===== src/rtl/serial_frame_pkg.sv =====
// Shared types and line levels for the bit-serial frame receiver.
package serial_frame_pkg;
  typedef enum logic [1:0] {
    ST_IDLE   = 2'd0,
    ST_DATA   = 2'd1,
    ST_PARITY = 2'd2,
    ST_STOP   = 2'd3
  } state_e;

  localparam logic STOP_BIT  = 1'b1;
  localparam logic START_BIT = 1'b0;
endpackage


===== src/rtl/frame_shift_in.sv =====
// LSB-first shift register: new bits enter at the MSB, so after W loads
// the first bit received sits at bit 0.
module frame_shift_in #(
  parameter int W = 8
) (
  input  logic         clk,
  input  logic         clr_n,
  input  logic         en_i,
  input  logic         bit_i,
  output logic [W-1:0] data_o
);
  logic [W-1:0] sh_q, sh_d;

  generate
    if (W == 1) begin : g_one
      assign sh_d = bit_i;
    end else begin : g_many
      assign sh_d = {bit_i, sh_q[W-1:1]};
    end
  endgenerate

  always_ff @(posedge clk or negedge clr_n) begin
    if (!clr_n)    sh_q <= '0;
    else if (en_i) sh_q <= sh_d;
  end

  assign data_o = sh_q;
endmodule


===== src/rtl/serial_frame_rx.sv =====
// Serial start/data/parity/stop receiver with a one-word valid/ready
// output register, parity/framing flags and a sticky overrun flag.
module serial_frame_rx
  import serial_frame_pkg::*;
#(
  parameter int DATA_W    = 8,
  parameter bit PARITY_EN = 1'b1
) (
  input  logic              clk,
  input  logic              reset,
  input  logic              d,
  input  logic              bit_en,
  output logic [DATA_W-1:0] q_data,
  output logic              q_valid,
  input  logic              q_ready,
  output logic              parity_err,
  output logic              frame_err,
  output logic              overrun
);
  localparam int CW = (DATA_W > 1) ? $clog2(DATA_W) : 1;
  localparam logic [CW-1:0] LAST = CW'(DATA_W - 1);

  state_e            st_q, st_d;
  logic [CW-1:0]     cnt_q, cnt_d;
  logic              par_q, par_d;
  logic              shift_en, done, ferr_d;
  logic [DATA_W-1:0] word;
  logic              perr_calc, load;

  logic [DATA_W-1:0] qdata_q;
  logic              qvalid_q, qvalid_d;
  logic              perr_q, ferr_q, ovr_q, ovr_d;

  frame_shift_in #(.W(DATA_W)) u_shift (
    .clk    (clk),
    .clr_n  (reset),
    .en_i   (shift_en),
    .bit_i  (d),
    .data_o (word)
  );

  always_comb begin
    st_d     = st_q;
    cnt_d    = cnt_q;
    par_d    = par_q;
    shift_en = 1'b0;
    done     = 1'b0;
    ferr_d   = 1'b0;
    if (bit_en) begin
      case (st_q)
        ST_IDLE: begin
          if (d == START_BIT) begin
            st_d  = ST_DATA;
            cnt_d = '0;
          end
        end
        ST_DATA: begin
          shift_en = 1'b1;
          // Counter holds at LAST on exit; IDLE re-clears it on the next start.
          if (cnt_q == LAST) st_d = PARITY_EN ? ST_PARITY : ST_STOP;
          else               cnt_d = cnt_q + CW'(1);
        end
        ST_PARITY: begin
          par_d = d;
          st_d  = ST_STOP;
        end
        ST_STOP: begin
          done   = (d == STOP_BIT);
          ferr_d = (d != STOP_BIT);
          st_d   = ST_IDLE;
        end
        default: st_d = ST_IDLE;
      endcase
    end
  end

  assign perr_calc = PARITY_EN ? (^word ^ par_q) : 1'b0;

  // A finished word lands only if the slot is empty or being drained now.
  assign load     = done & (~qvalid_q | q_ready);
  assign ovr_d    = ovr_q | (done & qvalid_q & ~q_ready);
  assign qvalid_d = load ? 1'b1 : ((qvalid_q & q_ready) ? 1'b0 : qvalid_q);

  always_ff @(posedge clk or negedge reset) begin
    if (!reset) begin
      st_q     <= ST_IDLE;
      cnt_q    <= '0;
      par_q    <= 1'b0;
      qdata_q  <= '0;
      qvalid_q <= 1'b0;
      perr_q   <= 1'b0;
      ferr_q   <= 1'b0;
      ovr_q    <= 1'b0;
    end else begin
      st_q     <= st_d;
      cnt_q    <= cnt_d;
      par_q    <= par_d;
      qvalid_q <= qvalid_d;
      ferr_q   <= ferr_d;
      ovr_q    <= ovr_d;
      if (load) begin
        qdata_q <= word;
        perr_q  <= perr_calc;
      end
    end
  end

  assign q_data     = qdata_q;
  assign q_valid    = qvalid_q;
  assign parity_err = perr_q;
  assign frame_err  = ferr_q;
  assign overrun    = ovr_q;
endmodule


===== config.mk =====
export PLATFORM = sky130hd
export DESIGN_NAME = serial_frame_rx
export DESIGN_NICKNAME = d
export VERILOG_FILES = /design/src/rtl/serial_frame_pkg.sv /design/src/rtl/frame_shift_in.sv /design/src/rtl/serial_frame_rx.sv
export SDC_FILE = /design/constraint.sdc
export NUM_CORES = 1
export LEC_CHECK = 0
export BUFFER_PORTS_ARGS = -buffer_cell sky130_fd_sc_hd__buf_2
export CAP_MARGIN = 25
export CORE_ASPECT_RATIO = 1.5
export CORE_UTILIZATION = 59
export DETAILED_ROUTE_END_ITERATION = 8
export PLACE_DENSITY = 0.84
export SLEW_MARGIN = 30
export SYNTH_ARGS = -nofsm -noshare
export SYNTH_HDL_FRONTEND = slang
export SYNTH_HIERARCHICAL = 1
export SYNTH_SLANG_ARGS = --single-unit

===== constraint.sdc =====
create_clock -name clk -period 3.9 [get_ports clk]
set_input_delay 0.195 -clock clk [delete_from_list [all_inputs] [get_ports clk]]
set_output_delay 0.195 -clock clk [all_outputs]
set_load 0.1 [all_outputs]

==> summary.txt, run 1 <==
Routing
  – DRC viols: 0
  – DRT iter0 DRCs: 7
  – Final wirelength: roughly 1900 um
  – DR vias: between 600 and 700
  – Detailed-route wire length per cell: 14.62 um
  – First-pass DRT Iterations: 2
  – Drt via density: 5.488
  – Post-route ant nets: 0

GRT
  – Pin count of the biggest net entering global routing: 27
  – Vias in the first global route: 725
  – Gr ovfl total: 0
  – Initial antenna violation count: 0
  – First-pass GRT wire length: slightly above 3000 um
  – Overall global routing resource usage: about a fifth

Finish
  – Filler cells: 131
  – Diode count: 0
  – Nets: 120
  – Share of cells above drive strength 1: a little over a third
  – Layout overhead on the synthesized area: 10.05%

Logic synthesis
  – #FFs+latches synth: 26
  – Syn_area_per_cell: between 10 and 15 um2
  – Largest family of logic cells by synthesized area: multiplexers
  – Mux share of post-synthesis cell area: a little over a fifth
  – Compound-cell area share of the yosys netlist: about 4.9%
  – Count of cell types in the netlist: 23
  – Top cell type by total area after synthesis: dfrtp_1
  – Synth Area in Adders: 7.179%
  – Yosys top cell area share: a little over half
  – Number of synthesis warnings: 6
  – Cell count after synthesis: slightly below 90
  – Mapped Nets: 100
  – Post-Synth XOR/XNOR Area: between 6 and 7%
  – Mapped Area: between 0.001 and 0.0015 mm2
  – Largest cells by area after synthesis: dfrtp_1 (53%), mux2_4 (11%), mux2_2 (9.2%)
  – Seq/Total Area, Yosys: 53.33%
  – Post-synthesis simple-gate area fraction: a little over 5%

Hold path
  – Hold Path End: frame_err
  – Hold Path Cell Cnt: 2
  – Hold WC Path Type: in -> reg
  – Hold Path Origin: d

Clock tree
  – Post-CTS Setup Bufs: 0
  – Max clock buf depth: 2
  – Hold Buf Count CTS: 1
  – Clk slew on worst S/H paths: about 130 ps
  – Root Driver: clkbuf_4
  – CTS Sinks: 26
  – TritonCTS clock tree: yes
  – Clk_lat worst skew: 310 ps
  – Clock buffer count from CTS: 3
  – PostCTS Resize Cnt: 0
  – CTS HTree Levels: 1

Place
  – Final HPWL DP: around 1400 um
  – GP Congestion: about 0.69
  – Port bufs: 16

Setup path
  – Worst r2r src: st_q[1]
  – Critical Path End Type: register
  – R2r setup slk: roughly 2000 ps
  – Worst R2R End: q_data[7]
  – Crit path launch type: register
  – R2R cell count: 4
  – Worst-path fanout max: 9
  – Crit Path Class: reg -> reg
  – Crit path DAT: approximately 2100 ps
  – CP required: between 4000 and 5000 ps

Status
  – Status: finished, final reports clean

Floorplanning
  – Rows: 19
  – Die Y: 57.69 um
  – Die area: ~0.0023 mm2
  – Chip width: about 39 um
  – Core area: 0.001878 mm2
  – IO Count: 17
  – Initial core utilization: between 60 and 70%

STA
  – TNS Setup: 0 ps
  – F_max: roughly 0.53 GHz
  – Skew final: around 4.2 ps
  – Tcrit/Tclk final: between 40% and 50%
  – Fin crit period: around 1900 ps
  – Fin. Hold Viols: 0
  – Max transition margin: between 40% and 50%
  – RSZ-0062 raised after global routing: no
  – Final-report max-slew violation count: 0
  – Final setup viols: 0
  – Worst slew pin tran: a little over 800 ps

Flow run
  – MaxCap Viol Count: 0
[worst max path at each step]
stage,startpoint,endpoint,slack [ps],cells after the start
global placement,st_q[1],q_data[2],2090,4
floorplan,q_valid,parity_err,2080,4
CTS,st_q[1],q_data[7],1980,4
finish,st_q[1],q_data[7],2020,4
detailed placement,st_q[1],q_data[7],2000,4
global route,st_q[1],q_data[2],1890,4
[through the flow]
| step | hold slack [ps] | setup slack (ps) | utilization [%] | cell area (um2) | instances |
|---|---|---|---|---|---|
| 2_1_floorplan | -100.6 | 2083 | - | 1220 | 88 |
| 3_3_place_gp | 209.8 | 2094 | 69.75 | 1310 | 123 |
| 3_5_place_dp | 217.3 | 2001 | 69.75 | 1310 | 123 |
| 4_1_cts | 91.22 | 1978 | 71.49 | 1343 | 127 |
| 5_1_grt | 93.21 | 1889 | 71.49 | 1343 | 127 |
| 6_report | 92.11 | 2017 | 71.49 | 1343 | 127 |
[layer usage]
layer	track usage (%)	wire length, um
met4	5.911	16
met5	0	0
met2	35.95	1041
met1	23.14	761
met3	2.299	37
[Yosys cell counts, drive strengths merged]
cell type / number
xnor3: 1
xnor2: 5
a21boi: 1
dfrtp: 26
o21ai: 5
nand2: 6
nor3: 1
nand2b: 1
a22oi: 2
nor2: 1
and2: 1
xor2: 1
inv: 3
nand3: 1
mux2i: 1
nor2b: 2
a21oi: 1
mux2: 19
o21bai: 1
ha: 7
buf: 2
[logic make-up after synthesis]
family	count (synthesis)
AO/OA/AOI/OAI	10
multiplexers	20
flip-flops	26
adder cells (fa/ha/maj)	7
buffers and inverters	5
AND/OR/NAND/NOR	13
XOR/XNOR	7
[sequential cells by signal, indices dropped and copies added (netlist names)]
| register | count |
|---|---|
| par_q | 1 |
| q_valid | 1 |
| st_q | 2 |
| frame_err | 1 |
| overrun | 1 |
| u_shift/data_o | 8 |
| q_data | 8 |
| cnt_q | 3 |
| parity_err | 1 |
[critical path, stage by stage (launching register included)]
cell and delay, ps:
dfrtp_1 410, ha_1 180, nand3_1 120, nor2b_1 660, mux2_2 410
[layout by cell type, fill, tap and decap left out, types with 2 or more instances in the layout]
cell type and n:
clkbuf_4 3, inv_1 3, ha_1 7, buf_2 16, mux2_2 10, a22oi_1 2
nor2b_1 2, o21ai_0 5, nand2_1 6, xnor2_1 5, dfrtp_1 26, mux2_4 9
[layout make-up]
cell class / count / area (um2) / share of cell area, %
multi-input cells: 57 / 541.8 / 40.35
repair buffers: 17 / 90.09 / 6.710
inverters: 3 / 11.26 / 0.8388
flip-flops and latches: 26 / 650.6 / 48.46
clock buffers: 3 / 22.52 / 1.678
well taps: 21 / 26.28 / 1.957
Power of run 1 is not shown: default switching activity piles up to over one toggle a cycle in this logic, so the estimate is an artifact.
==> inputs of run 2 (changes only) <==
- CORE_UTILIZATION: 59 -> 50
- PLACE_DENSITY: 0.84 -> 0.76
- clock period: 3.9 -> 1.7 ns (I/O delays scaled with it)
==> run 2 against run 1 <==
Sequential cell count did not move. Hold slack got worse by 46 ps. Final area rose by 5.3%. Critical path depth did not move. Cell count rose by 5.5%. Global-route usage fell by 5.2 points. Highest routed layer unchanged. Critical endpoint is now parity_err. Clock skew rose by 8.4 ps. Core utilization fell by 8.9 points.
==> summary.txt, run 2 (synthesis gave the netlist of run 1 again) <==
GRT
  – First-pass GRT wire length: 3008 um
  – Vias in the first global route: between 700 and 800
  – Pin count of the biggest net entering global routing: 27
  – Gr ovfl total: 0
  – Overall global routing resource usage: 14.55%
  – GR Util met2: between 20% and 30%
  – GR peak layer: met2
  – GR Layer Usage met1: between 15 and 20%
  – Met3 Usage GRT: 2.312%
  – Initial antenna violation count: 0

Routing
  – Final wirelength: 1694 um
  – Post-route ant nets: 0
  – Drt via density: between 5 and 6
  – Detailed-route wire length per cell: between 10 and 15 um
  – DR vias: roughly 690
  – First-pass DRT Iterations: 3
  – DRC viols: 0
  – DRT iter0 DRCs: 14

STA
  – Fin. Hold Viols: 0
  – RSZ-0062 raised after global routing: no
  – Fin crit period: 1567 ps
  – Tcrit/Tclk final: 92.17%
  – Max transition margin: between 60% and 70%
  – Final-report max-slew violation count: 0
  – TNS Setup: 0 ps
  – Skew final: between 10 and 15 ps
  – F_max: roughly 0.64 GHz
  – Worst slew pin tran: around 550 ps
  – Final setup viols: 0

Floorplanning
  – Chip width: 42.33 um
  – Die area: 0.002645 mm2
  – Initial core utilization: 53.99%
  – IO Count: 17
  – Die Y: 62.50 um
  – Rows: 21
  – Core area: between 0.002 and 0.0025 mm2

Finish
  – Layout overhead on the synthesized area: 15.90%
  – Diode count: 0
  – Nets: between 100 and 150
  – Commonest non-fill, non-tap cell in the layout: dfrtp_1
  – Share of cells above drive strength 1: between 30% and 40%
  – Most frequent cells in the layout: dfrtp_1 (25), buf_2 (16), mux2_2 (10), mux2_4 (9), ha_1 (7)

Hold path
  – Hold WC Path Type: in -> reg

Setup path
  – Crit path DAT: roughly 1800 ps
  – Worst-path fanout max: 4
  – Critical Path End Type: register
  – Setup crit start: u_shift/data_o[2]
  – R2R cell count: 4
  – Crit path launch type: register
  – CP endpoint: parity_err
  – Crit Path Class: reg -> reg
  – Worst r2r src: u_shift/data_o[2]
  – Worst R2R End: parity_err
  – R2r setup slk: between 100 and 150 ps
  – CP required: 1910 ps

Clock tree
  – Clock buffer count from CTS: 3
  – Clk slew on worst S/H paths: approximately 140 ps
  – Clk_lat worst skew: 310 ps
  – Post-CTS Setup Bufs: 0
  – CTS Sinks: 26
  – TritonCTS clock tree: yes
  – Root Driver: clkbuf_4
  – CTS HTree Levels: 1
  – Max clock buf depth: 2

Flow run
  – MaxCap Viol Count: 0

Place
  – Final HPWL DP: about 1300 um
  – GP Congestion: between 0.6 and 0.7
  – Port bufs: 16

Status
  – Status: finished, final reports clean
[run 2: stage by stage]
stage / setup WS [ps] / instance area [um2] / utilization (%) / hold WS, ps / instances
after global routing: 23.41 / 1414 / 62.57 / 48.40 / 134
final: 133.0 / 1414 / 62.57 / 46.13 / 134
after global placement: 112.1 / 1329 / 58.80 / 106.9 / 127
after floorplan: 148.5 / 1221 / - / -210.6 / 88
after CTS: 36.81 / 1411 / 62.46 / 43.00 / 134
after detailed placement: 62.22 / 1329 / 58.80 / 109.2 / 127
[run 2: worst min-delay path by stage]
stage               startpoint   endpoint  slack [ps]  cells after the start
floorplan                reset   cnt_q[0]        -210                      0
global placement         reset  q_data[6]         110                      1
detailed placement       reset  q_data[6]         110                      1
CTS                    q_ready    q_valid          40                      3
global route           q_ready    q_valid          50                      3
finish                 q_ready    q_valid          50                      3
[run 2: critical path, stage by stage (launching register included)]
cell,delay [ps]
dfrtp_1,440
xnor2_1,190
xnor3_1,450
xnor2_1,140
mux2_4,250
[run 2: area by class of cell]
class | count | area [um2]
clock buffer | 3 | 22.52
clock inverter | 1 | 30.03
fill | 176 | 845.8
inverter | 3 | 11.26
multi-input combinational | 57 | 544.3
sequential | 26 | 651.9
tap | 23 | 28.78
timing repair buffer | 21 | 125.1
[run 2: repair_timing]
action / CTS / global route
setup endpoints to repair: 0 / 8
hold buffers: 3 / 0
resized for setup: 0 / 3
hold endpoints to repair: 27 / 0
[run 2: metal layers]
layer  up-vias  share of wire (%)
li1        345                  -
met1       333                 40
met2         8                 56
met3         2                2.6
met4         0                1.1
met5         -                  0
Power of run 2 is left out for the same reason.
==> inputs of run 3 (changes only) <==
- ABC_AREA: unset -> 1
- CAP_MARGIN: 25 -> 40
- CORE_UTILIZATION: 50 -> 55
- PLACE_DENSITY: 0.76 -> 0.79
- clock period: 1.7 -> 1.75 ns (I/O delays scaled with it)
==> run 3 against run 2 <==
Worst setup slack better by 110 ps. Sequential share of layout area down 0.45 points. Via count up 40%. Synthesized cell count up 73%. Sequential cell count unchanged. Clock skew down 1.4 ps.
==> summary.txt, run 3 <==
Status
  – Status: finished, final reports clean

STA
  – Skew final: around 11 ps
  – Final setup viols: 0
  – F_max: around 0.66 GHz
  – Fin. Hold Viols: 0
  – Max transition margin: slightly above 60%
  – Final-report max-slew violation count: 0
  – Fin crit period: around 1500 ps
  – Tcrit/Tclk final: between 80% and 90%
  – RSZ-0062 raised after global routing: no
  – Worst slew pin tran: around 570 ps
  – Post-route setup slack: 244.6 ps
  – TNS Setup: 0 ps

Routing
  – First-pass DRT Iterations: 4
  – DRT iter0 DRCs: 11
  – Met3 wire len: between 20 and 25 um
  – DRC viols: 0
  – Drt via density: around 4.9
  – DR vias: ~960
  – Metal-1 WL: slightly above 800 um
  – Detailed-route wire length per cell: 10.75 um
  – Met2 wire len: between 1000 and 1500 um
  – DR top layer: met4
  – Final wirelength: about 2100 um
  – Post-route ant nets: 0

Finish
  – Commonest non-fill, non-tap cell in the layout: nand2_1
  – Share of cells above drive strength 1: 19.77%
  – Most frequent cells in the layout: nand2_1 (71), dfrtp_1 (26), buf_2 (16), inv_1 (15), ha_1 (7)
  – Layout overhead on the synthesized area: 10.80%
  – Diode count: 0
  – Nets: between 150 and 200

Clock tree
  – Hold Buf Count CTS: 3
  – Post-CTS Setup Bufs: 0
  – CTS HTree Levels: 1
  – Clk slew on worst S/H paths: 130 ps
  – Root Driver: clkbuf_4
  – PostCTS Resize Cnt: 0
  – Clk_lat worst skew: ~320 ps
  – Max clock buf depth: 2
  – CTS Sinks: 26
  – Clock buffer count from CTS: 3
  – TritonCTS clock tree: yes

Setup path
  – Worst path cell trace: ha_1 -> ha_1 -> nor2_2 -> inv_1 -> nand2_1 -> nand2_1 -> a32o_1
  – CP required: approximately 2000 ps
  – Slowest cell on crit path: dfrtp_1
  – Crit path DAT: 1720 ps
  – Crit Path Class: reg -> reg
  – Critical Path End Type: register
  – Crit path launch type: register
  – Largest stage delay, worst path: 420 ps
  – Worst-path fanout max: 4
  – R2R cell count: 7

GRT
  – Vias in the first global route: around 900
  – Overall global routing resource usage: ~18%
  – First-pass GRT wire length: ~3600 um
  – Initial antenna violation count: 0
  – Gr ovfl total: 0
  – Pin count of the biggest net entering global routing: 27

Floorplanning
  – Rows: 21
  – Die area: 0.002540 mm2
  – Initial core utilization: between 50% and 60%
  – Chip width: ~41 um
  – IO Count: 17
  – Die Y: between 60 and 70 um
  – Core area: approximately 0.0022 mm2

Logic synthesis
  – Syn_area_per_cell: 8.462 um2
  – Yosys top cell area share: around half
  – EDFF count, synth: 0
  – Top cell type by total area after synthesis: dfrtp_1
  – Mapped Area: about 0.0013 mm2
  – #FFs+latches synth: 26
  – Mapped Nets: about 160
  – Seq/Total Area, Yosys: 50.58%
  – Primary FF master, synth: dfrtp_1
  – Async SR Flop Fraction: 100.0%
  – Cell count after synthesis: about 150
  – Commonest cells post-synth: nand2_1 (71), dfrtp_1 (26), inv_1 (15)
  – Number of synthesis warnings: 6
  – Largest cells by area after synthesis: dfrtp_1 (51%), nand2_1 (21%), ha_1 (6.8%)
  – Count leader, synth: nand2_1
  – Count of cell types in the netlist: 19

Place
  – Setup WS pre-CTS: around 240 ps
  – GP Congestion: 0.7575
  – Final HPWL DP: 1614 um
  – Port bufs: 16

Hold path
  – Hold Path Cell Cnt: 4
  – Hold WC Path Type: in -> reg

Flow run
  – MaxCap Viol Count: 0
==> run 3: worst max-delay path: cells and delay by family, from the launching register on <==
family | cells | cell delay, ps
simple gates | 3 | 310
compound gates | 1 | 210
fa+ha+maj | 2 | 390
buf+inv | 1 | 80
flops | 1 | 420
==> run 3: metrics by stage <==
step                      area (um2)  std cells  util (%)  hold slack [ps]
after CTS                       1425        195     63.81            25.29
after global placement          1373        189     61.46            103.9
after detailed placement        1373        189     61.46            113.0
after floorplan                 1286        152         -           -208.1
after global routing            1425        195     63.81            38.65
final                           1425        195     63.81            31.10
==> run 3: logic make-up (layout without fill, tap and decap cells) <==
kind of cell / count (synthesis) / after routing / synth area share, %
simple gates: 83 / 83 / 26.27
flops: 26 / 26 / 50.58
buf+inv: 21 / 41 / 7.295
compound gates: 14 / 14 / 8.366
fa+ha+maj: 7 / 7 / 6.809
xor+xnor: 1 / 1 / 0.6811
==> run 3: path summary, 6_finish.rpt <==
path	from	slack (ps)	endpoint
setup / recovery	cnt_q[0]	240	cnt_q[1]
hold reg to reg	q_data[7]	490	q_data[7]
hold / removal	q_ready	30	q_valid
min in group asynchronous	reset	280	q_data[1]
max in group asynchronous	reset	1090	u_shift/data_o[1]
setup reg to reg	cnt_q[0]	240	cnt_q[1]
==> run 3: area by class of cell <==
cell class | instances | area [um2]
fillers | 194 | 808.3
flip-flops and latches | 26 | 650.6
multi-input cells | 105 | 541.8
repair buffers | 19 | 110.1
inverters | 19 | 71.32
well taps | 23 | 28.78
clock buffers | 3 | 22.52
==> run 3: layer usage <==
metal | track usage (%) | vias up
met2 | 36.61 | 13
met5 | 0 | -
li1 | - | 509
met3 | 1.760 | 6
met4 | 10.60 | 0
met1 | 17.78 | 434
Power of run 3 is left out for the same reason.
